--- src/rtl/muldiv_pkg.sv ---
// Shared types and constants for the iterative multiply/divide unit.
package muldiv_pkg;

    typedef enum logic [1:0] {
        MD_MULT  = 2'b00,
        MD_MULTU = 2'b01,
        MD_DIV   = 2'b10,
        MD_DIVU  = 2'b11
    } op_e;

    typedef enum logic [1:0] {
        IDLE,
        MUL,
        DIV,
        FIX
    } state_e;

    localparam int MD_WIDTH = 32;
    localparam logic [MD_WIDTH-1:0] DIVZERO_LO = '1;
    localparam int CNT_W = $clog2(MD_WIDTH);

    function automatic logic op_is_div(input op_e o);
        return o[1];
    endfunction

    function automatic logic op_is_signed(input op_e o);
        return ~o[0];
    endfunction

endpackage

--- src/rtl/muldiv_core.sv ---
// Iterative datapath: shift-add multiply / restoring divide on magnitudes,
// with sign fix-up presented combinationally on res_hi/res_lo.
module muldiv_core
    import muldiv_pkg::*;
#(
    parameter int WIDTH = 32
) (
    input  logic             clk,
    input  logic             reset,
    input  logic             load,
    input  logic             step,
    input  op_e              op,
    input  logic [WIDTH-1:0] srca,
    input  logic [WIDTH-1:0] srcb,
    output logic [WIDTH-1:0] res_hi,
    output logic [WIDTH-1:0] res_lo
);

    logic [2*WIDTH-1:0] acc;
    logic [WIDTH-1:0]   opnd;
    logic               is_div;
    logic               neg_lo;
    logic               neg_hi;
    logic               raw;

    logic               a_neg, b_neg;
    logic [WIDTH-1:0]   mag_a, mag_b;

    always_comb begin
        a_neg = op_is_signed(op) & srca[WIDTH-1];
        b_neg = op_is_signed(op) & srcb[WIDTH-1];
        mag_a = a_neg ? (~srca + 1'b1) : srca;
        mag_b = b_neg ? (~srcb + 1'b1) : srcb;
    end

    // Multiply: add multiplicand into the upper half when the low bit is set, then shift right.
    logic [WIDTH:0]     mul_sum;
    logic [2*WIDTH-1:0] mul_next;
    // Divide: shift the remainder/quotient pair left and subtract the divisor if it fits.
    logic [WIDTH:0]     sh_rem;
    logic               fits;
    logic [WIDTH-1:0]   sub_rem;
    logic [2*WIDTH-1:0] div_next;

    always_comb begin
        mul_sum  = {1'b0, acc[2*WIDTH-1:WIDTH]} + (acc[0] ? {1'b0, opnd} : '0);
        mul_next = {mul_sum, acc[WIDTH-1:1]};
        sh_rem   = acc[2*WIDTH-1:WIDTH-1];
        fits     = (sh_rem >= {1'b0, opnd});
        sub_rem  = sh_rem[WIDTH-1:0] - opnd;
        div_next = fits ? {sub_rem, acc[WIDTH-2:0], 1'b1}
                        : {sh_rem[WIDTH-1:0], acc[WIDTH-2:0], 1'b0};
    end

    always_ff @(posedge clk or posedge reset) begin
        if (reset) begin
            acc    <= '0;
            opnd   <= '0;
            is_div <= 1'b0;
            neg_lo <= 1'b0;
            neg_hi <= 1'b0;
            raw    <= 1'b0;
        end else if (load) begin
            is_div <= op_is_div(op);
            if (op_is_div(op) && srcb == '0) begin
                acc    <= {srca, {WIDTH{1'b1}}};
                opnd   <= '0;
                raw    <= 1'b1;
                neg_lo <= 1'b0;
                neg_hi <= 1'b0;
            end else if (op_is_div(op)) begin
                acc    <= {{WIDTH{1'b0}}, mag_a};
                opnd   <= mag_b;
                raw    <= 1'b0;
                neg_lo <= a_neg ^ b_neg;
                neg_hi <= a_neg;
            end else begin
                acc    <= {{WIDTH{1'b0}}, mag_b};
                opnd   <= mag_a;
                raw    <= 1'b0;
                neg_lo <= a_neg ^ b_neg;
                neg_hi <= a_neg ^ b_neg;
            end
        end else if (step) begin
            acc <= is_div ? div_next : mul_next;
        end
    end

    logic [2*WIDTH-1:0] prod_neg;

    always_comb begin
        prod_neg = ~acc + 1'b1;
        res_hi   = acc[2*WIDTH-1:WIDTH];
        res_lo   = acc[WIDTH-1:0];
        if (!raw) begin
            if (is_div) begin
                if (neg_lo) res_lo = ~acc[WIDTH-1:0] + 1'b1;
                if (neg_hi) res_hi = ~acc[2*WIDTH-1:WIDTH] + 1'b1;
            end else if (neg_lo) begin
                res_hi = prod_neg[2*WIDTH-1:WIDTH];
                res_lo = prod_neg[WIDTH-1:0];
            end
        end
    end

endmodule

--- src/rtl/muldiv_unit.sv ---
// MIPS HI/LO multiply/divide unit: sequencing FSM, iteration counter, stall and HI/LO registers.
// Ops take ITER+1 cycles of busy (divide-by-zero takes one); a busy unit stalls new ops and HI/LO accesses.
module muldiv_unit
    import muldiv_pkg::*;
#(
    parameter int WIDTH = 32,
    parameter int ITER  = WIDTH
) (
    input  logic             clk,
    input  logic             reset,
    input  logic             start,
    input  logic [1:0]       op,
    input  logic [WIDTH-1:0] srca,
    input  logic [WIDTH-1:0] srcb,
    input  logic             hilo_req,
    input  logic             wr_hi,
    input  logic             wr_lo,
    input  logic [WIDTH-1:0] wdata,
    input  logic             flush,
    output logic             busy,
    output logic             stall,
    output logic             done,
    output logic [WIDTH-1:0] hi,
    output logic [WIDTH-1:0] lo
);

    localparam int CW = (ITER > 1) ? $clog2(ITER) : 1;

    state_e           state;
    logic [CW-1:0]    cnt;
    op_e              op_in;
    logic             divzero;
    logic             load;
    logic             step;
    logic [WIDTH-1:0] res_hi, res_lo;

    assign op_in   = op_e'(op);
    assign divzero = op_is_div(op_in) && (srcb == '0);
    assign busy    = (state != IDLE);
    assign stall   = busy & (start | hilo_req);
    assign load    = (state == IDLE) & start & ~flush;
    assign step    = ((state == MUL) | (state == DIV)) & ~flush;

    muldiv_core #(.WIDTH(WIDTH)) u_core (
        .clk    (clk),
        .reset  (reset),
        .load   (load),
        .step   (step),
        .op     (op_in),
        .srca   (srca),
        .srcb   (srcb),
        .res_hi (res_hi),
        .res_lo (res_lo)
    );

    always_ff @(posedge clk or posedge reset) begin
        if (reset) begin
            state <= IDLE;
            cnt   <= '0;
            hi    <= '0;
            lo    <= '0;
            done  <= 1'b0;
        end else begin
            done <= 1'b0;
            // A squash abandons the op and any HI/LO move issued alongside it.
            if (flush) begin
                state <= IDLE;
                cnt   <= '0;
            end else begin
                case (state)
                    IDLE: begin
                        if (start) begin
                            cnt   <= '0;
                            state <= divzero ? FIX : (op_is_div(op_in) ? DIV : MUL);
                        end else begin
                            if (wr_hi) hi <= wdata;
                            if (wr_lo) lo <= wdata;
                        end
                    end
                    MUL, DIV: begin
                        cnt <= cnt + 1'b1;
                        if (cnt == CW'(ITER - 1)) state <= FIX;
                    end
                    FIX: begin
                        hi    <= res_hi;
                        lo    <= res_lo;
                        done  <= 1'b1;
                        state <= IDLE;
                    end
                    default: state <= IDLE;
                endcase
            end
        end
    end

endmodule

--- config.mk ---
export PLATFORM = sky130hd
export DESIGN_NAME = muldiv_unit
export DESIGN_NICKNAME = d
export VERILOG_FILES = /design/src/rtl/muldiv_pkg.sv /design/src/rtl/muldiv_core.sv /design/src/rtl/muldiv_unit.sv
export SDC_FILE = /design/constraint.sdc
export NUM_CORES = 1
export LEC_CHECK = 0
export BUFFER_PORTS_ARGS = -buffer_cell sky130_fd_sc_hd__buf_2
export CAP_MARGIN = 20
export CORE_MARGIN = 4
export CORE_UTILIZATION = 49
export DETAILED_ROUTE_END_ITERATION = 10
export PLACE_DENSITY = 0.75
export SYNTH_ARGS = -nofsm -noshare
export SYNTH_HDL_FRONTEND = slang
export SYNTH_SLANG_ARGS = --single-unit
--- constraint.sdc ---
create_clock -name clk -period 7 [get_ports clk]
set_input_delay 1.75 -clock clk [delete_from_list [all_inputs] [get_ports clk]]
set_output_delay 1.75 -clock clk [all_outputs]
set_load 0.005 [all_outputs]
==> impl_metrics.py <==
metrics = {
    "clocking": {
        "ctsHtreeMaxLevel": 4,
        "cts.sinks": 172,
        "cts_root_buf": "clkbuf_16",
        "cts_setup_buffers": 0,
        "cts_tree": "done",
        "cts_resized": 0,
        "ctsHoldBuffers": 0,
        "numCtsBuffers": 17,
        "clock_path_buffers": 2,
        "clk-insertion-delay-late_ns": 0.46,
        "clk_pin_slew_ns": 0.09,
    },
    "setup_path": {
        "startpoint_type": "flop",
        "arrival_ns": 4.98,
        "max_stage_delay_ns": 0.50,
        "crit_top_cell": "o21ai_0",
        "cp.required_ns": 7.33,
        "cp_max_fo": 31,
        "cp.buffers_inverters": 2,
        "path_cells": "inv_1 -> buf_4 -> nor2_1 -> fa_1 -> a211oi_1 -> o21ai_0 -> o31a_1 -> a31o_2 -> a41oi_1 -> o311ai_0 -> and2_1 -> xnor2_1 -> o21ai_0 -> o32a_1",
        "setup.worst_path.end_class": "flop",
        "critPathKind": "reg -> reg",
        "crit_slowest_cell": "dfrtp_1",
        "cp_top_family": "compound AO/OA/AOI/OAI gates",
    },
    "logic_synthesis": {
        "synth-edff-count": 0,
        "syn_area_um2": 15500,
        "postSynthCellCount": 1991,
        "ys.flop_type": "dfrtp_1",
        "yosys.area.top_type": "dfrtp_1",
        "syn_avg_cell_area_um2": 7.77,
        "synth_common_cells": "o21ai_0 (225), a21oi_1 (206), nor2_1 (200), dfrtp_1 (172), nand2_1 (169)",
        "yosys_warnings": 0,
        "yosys-top-cells-area": "dfrtp_1 (28%), o21ai_0 (7.3%), a21oi_1 (6.7%)",
        "async_flop_share_pct": 100,
        "ys_seq_elements": 172,
        "yosysUniqueCellTypes": 74,
        "yosysSeqAreaShare_pct": 27.8,
        "yosysMostFrequentCell": "o21ai_0",
        "synth_top_cell_area_share_pct": 27.8,
        "syn_nets": 2170,
    },
    "sta": {
        "clock_skew_ns": 0.0246,
        "drv_slew": 0,
        "min_period_ns": 4.65,
        "slew_headroom_pct": 31.0,
        "fin_crit_sh_pct": 66.4,
        "hold_viol": 0,
        "holdWs_ns": 0.477,
        "rsz0062_at_grt": "false",
        "tns_ns": 0,
        "setup_viol": 0,
        "tightest_slew_ns": 1.04,
        "fmax_mhz": 215,
    },
    "floorplan": {
        "io_pins": 172,
        "start_util_pct": 50.2,
        "die_w_um": 186,
        "core_um2": 30800,
        "dieArea_um2": 34500,
        "fp-row-count": 64,
        "die_h_um": 186,
    },
    "cells_and_area": {
        "final_cells": 2482,
        "regArea_um2": 4310,
        "multi_input_area_um2": 10400,
        "nNetsFinal": 2252,
        "antenna_cells": 0,
        "fin_util_pct": 55.5,
        "area_delta_synth_final_pct": 10.7,
        "fill_cells": 2888,
        "drive_gt1_share_pct": 12.4,
    },
    "route": {
        "dr.pass1.iters": 7,
        "vias": 16100,
        "antenna_left": 0,
        "routed_wl_um": 57400,
        "via_per_inst": 6.47,
        "routedWlPerCell_um": 23.1,
        "drt_iter0_markers": 1670,
        "drc": 0,
    },
    "power": {
        "p_leak_nw": 7.56,
        "p_switching_mw": 4.48,
        "pwr-share-clk_pct": 11.7,
        "power_frac_seq_pct": 24.8,
        "comb_power_share_pct": 63.5,
        "irDropWorstVdd_mv": 0.272,
        "p_per_area_nw_per_um2": 502,
        "finalPower_mw": 8.60,
        "p_sw_share_pct": 52.1,
        "intPower_mw": 4.12,
    },
    "worst_hold_path": {
        "hp-class": "reg -> reg",
    },
    "run_status": {
        "outcome": "complete, no violations",
    },
    "flow_run": {
        "cap_violations": 0,
    },
    "global_routing": {
        "grt.overflow.total": 0,
        "antenna_found_initial": 0,
        "gr-usage-all-layers_pct": 32.1,
        "grt_first_pass_wirelength_um": 85300,
        "grt_max_degree": 104,
        "grt_pass1_vias": 14700,
    },
    "placed_design": {
        "dp_cells": 2446,
        "port_buffers": 171,
        "place_congestion": 1.04,
        "hpwl_um": 43800,
    },
}
[worst register-to-register path, cell delays in order (launching register included)]
cell and delay (ns):
dfrtp_1 0.50, inv_1 0.15, buf_4 0.40, nor2_1 0.17, fa_1 0.49, a211oi_1 0.23
o21ai_0 0.22, o31a_1 0.39, a31o_2 0.33, a41oi_1 0.48, o311ai_0 0.33, and2_1 0.26
xnor2_1 0.17, o21ai_0 0.10, o32a_1 0.32
[sequential cells by signal, indices dropped and copies added, names as in the netlist]
name           cells
cnt                5
u_core.opnd       32
u_core.neg_hi      1
u_core.is_div      1
u_core.neg_lo      1
u_core.acc        64
state              2
u_core.raw         1
hi                32
lo                32
done               1
[power groups by stage]
| stage | combinational (mW) | sequential, mW | clock, mW |
|---|---|---|---|
| floorplan | 4.00 | 1.77 | 0 |
| global placement | 5.23 | 2.09 | 0 |
| detailed placement | 5.30 | 2.11 | 0 |
| CTS | 5.33 | 2.08 | 1.01 |
| global route | 5.97 | 2.16 | 1.05 |
| finish | 5.46 | 2.13 | 1.01 |
[path summary, 6_finish.rpt]
check	to	slack [ns]	cells past startpoint	startpoint
worst max-delay path	u_core.acc[59]$_DFFE_PP0P_	2.35	14	u_core.acc[0]$_DFFE_PP0P_
worst min-delay path	lo[12]$_DFFE_PP0P_	0.48	1	lo[12]$_DFFE_PP0P_
worst max register to register	u_core.acc[59]$_DFFE_PP0P_	2.35	14	u_core.acc[0]$_DFFE_PP0P_
worst min register to register	lo[12]$_DFFE_PP0P_	0.48	1	lo[12]$_DFFE_PP0P_
max in group asynchronous	u_core.is_div$_DFFE_PP0P_	4.37	3	reset
min in group asynchronous	cnt[0]$_DFFE_PP0P_	1.33	2	reset
[through the flow]
stage	setup slack (ns)	instance area, um^2
2_1_floorplan	0.590	15500
4_1_cts	2.52	17100
5_1_grt	2.20	17100
3_5_place_dp	2.09	16500
6_report	2.35	17100
3_3_place_gp	2.14	16500
[cell families after synthesis]
family                   after synthesis  share of synthesized area, %
AO/OA/AOI/OAI                        730                          29.3
AND/OR/NAND/NOR                      578                          17.7
buffers and inverters                196                          4.89
adder cells (fa/ha/maj)               74                          6.08
flip-flops                           172                          27.8
multiplexers                          68                          4.45
XOR/XNOR                             173                          9.80
[layout make-up]
cell class	instances	area share, %
clock buffer	17	2.48
clock inverter	15	1.08
inverter	67	1.50
multi-input combinational	1623	60.9
sequential	172	25.2
tap	396	2.89
timing repair buffer	192	6.02
[cell usage in the layout, fill, tap and decap left out, types with 13 or more instances in the layout]
cell       instances
clkbuf_16         17
o21a_1            17
o221ai_1          21
nand3_1           28
ha_1              71
a21oi_1          206
or3_1             26
buf_2            172
a221o_1           14
nor2_1           199
inv_1             65
buf_4             19
a31oi_1           16
nor3_1            28
o31ai_1           21
o211ai_1          24
xnor2_1          113
o21ai_0          225
nand2_1          169
a211oi_1          33
nor2b_1           16
nor4_1            13
dfrtp_1          171
xor2_1            60
nand4_1           14
a21o_1            58
mux2i_1           62
nand2b_1          23
[routing by layer]
metal	track usage, %	share of wire, %	up-vias
li1	-	-	7399
met1	43.4	40	7581
met2	49.8	44	903
met3	4.55	9.5	184
met4	17.7	6.4	0
met5	0	0	-
Power figures use the tool's default switching activity.
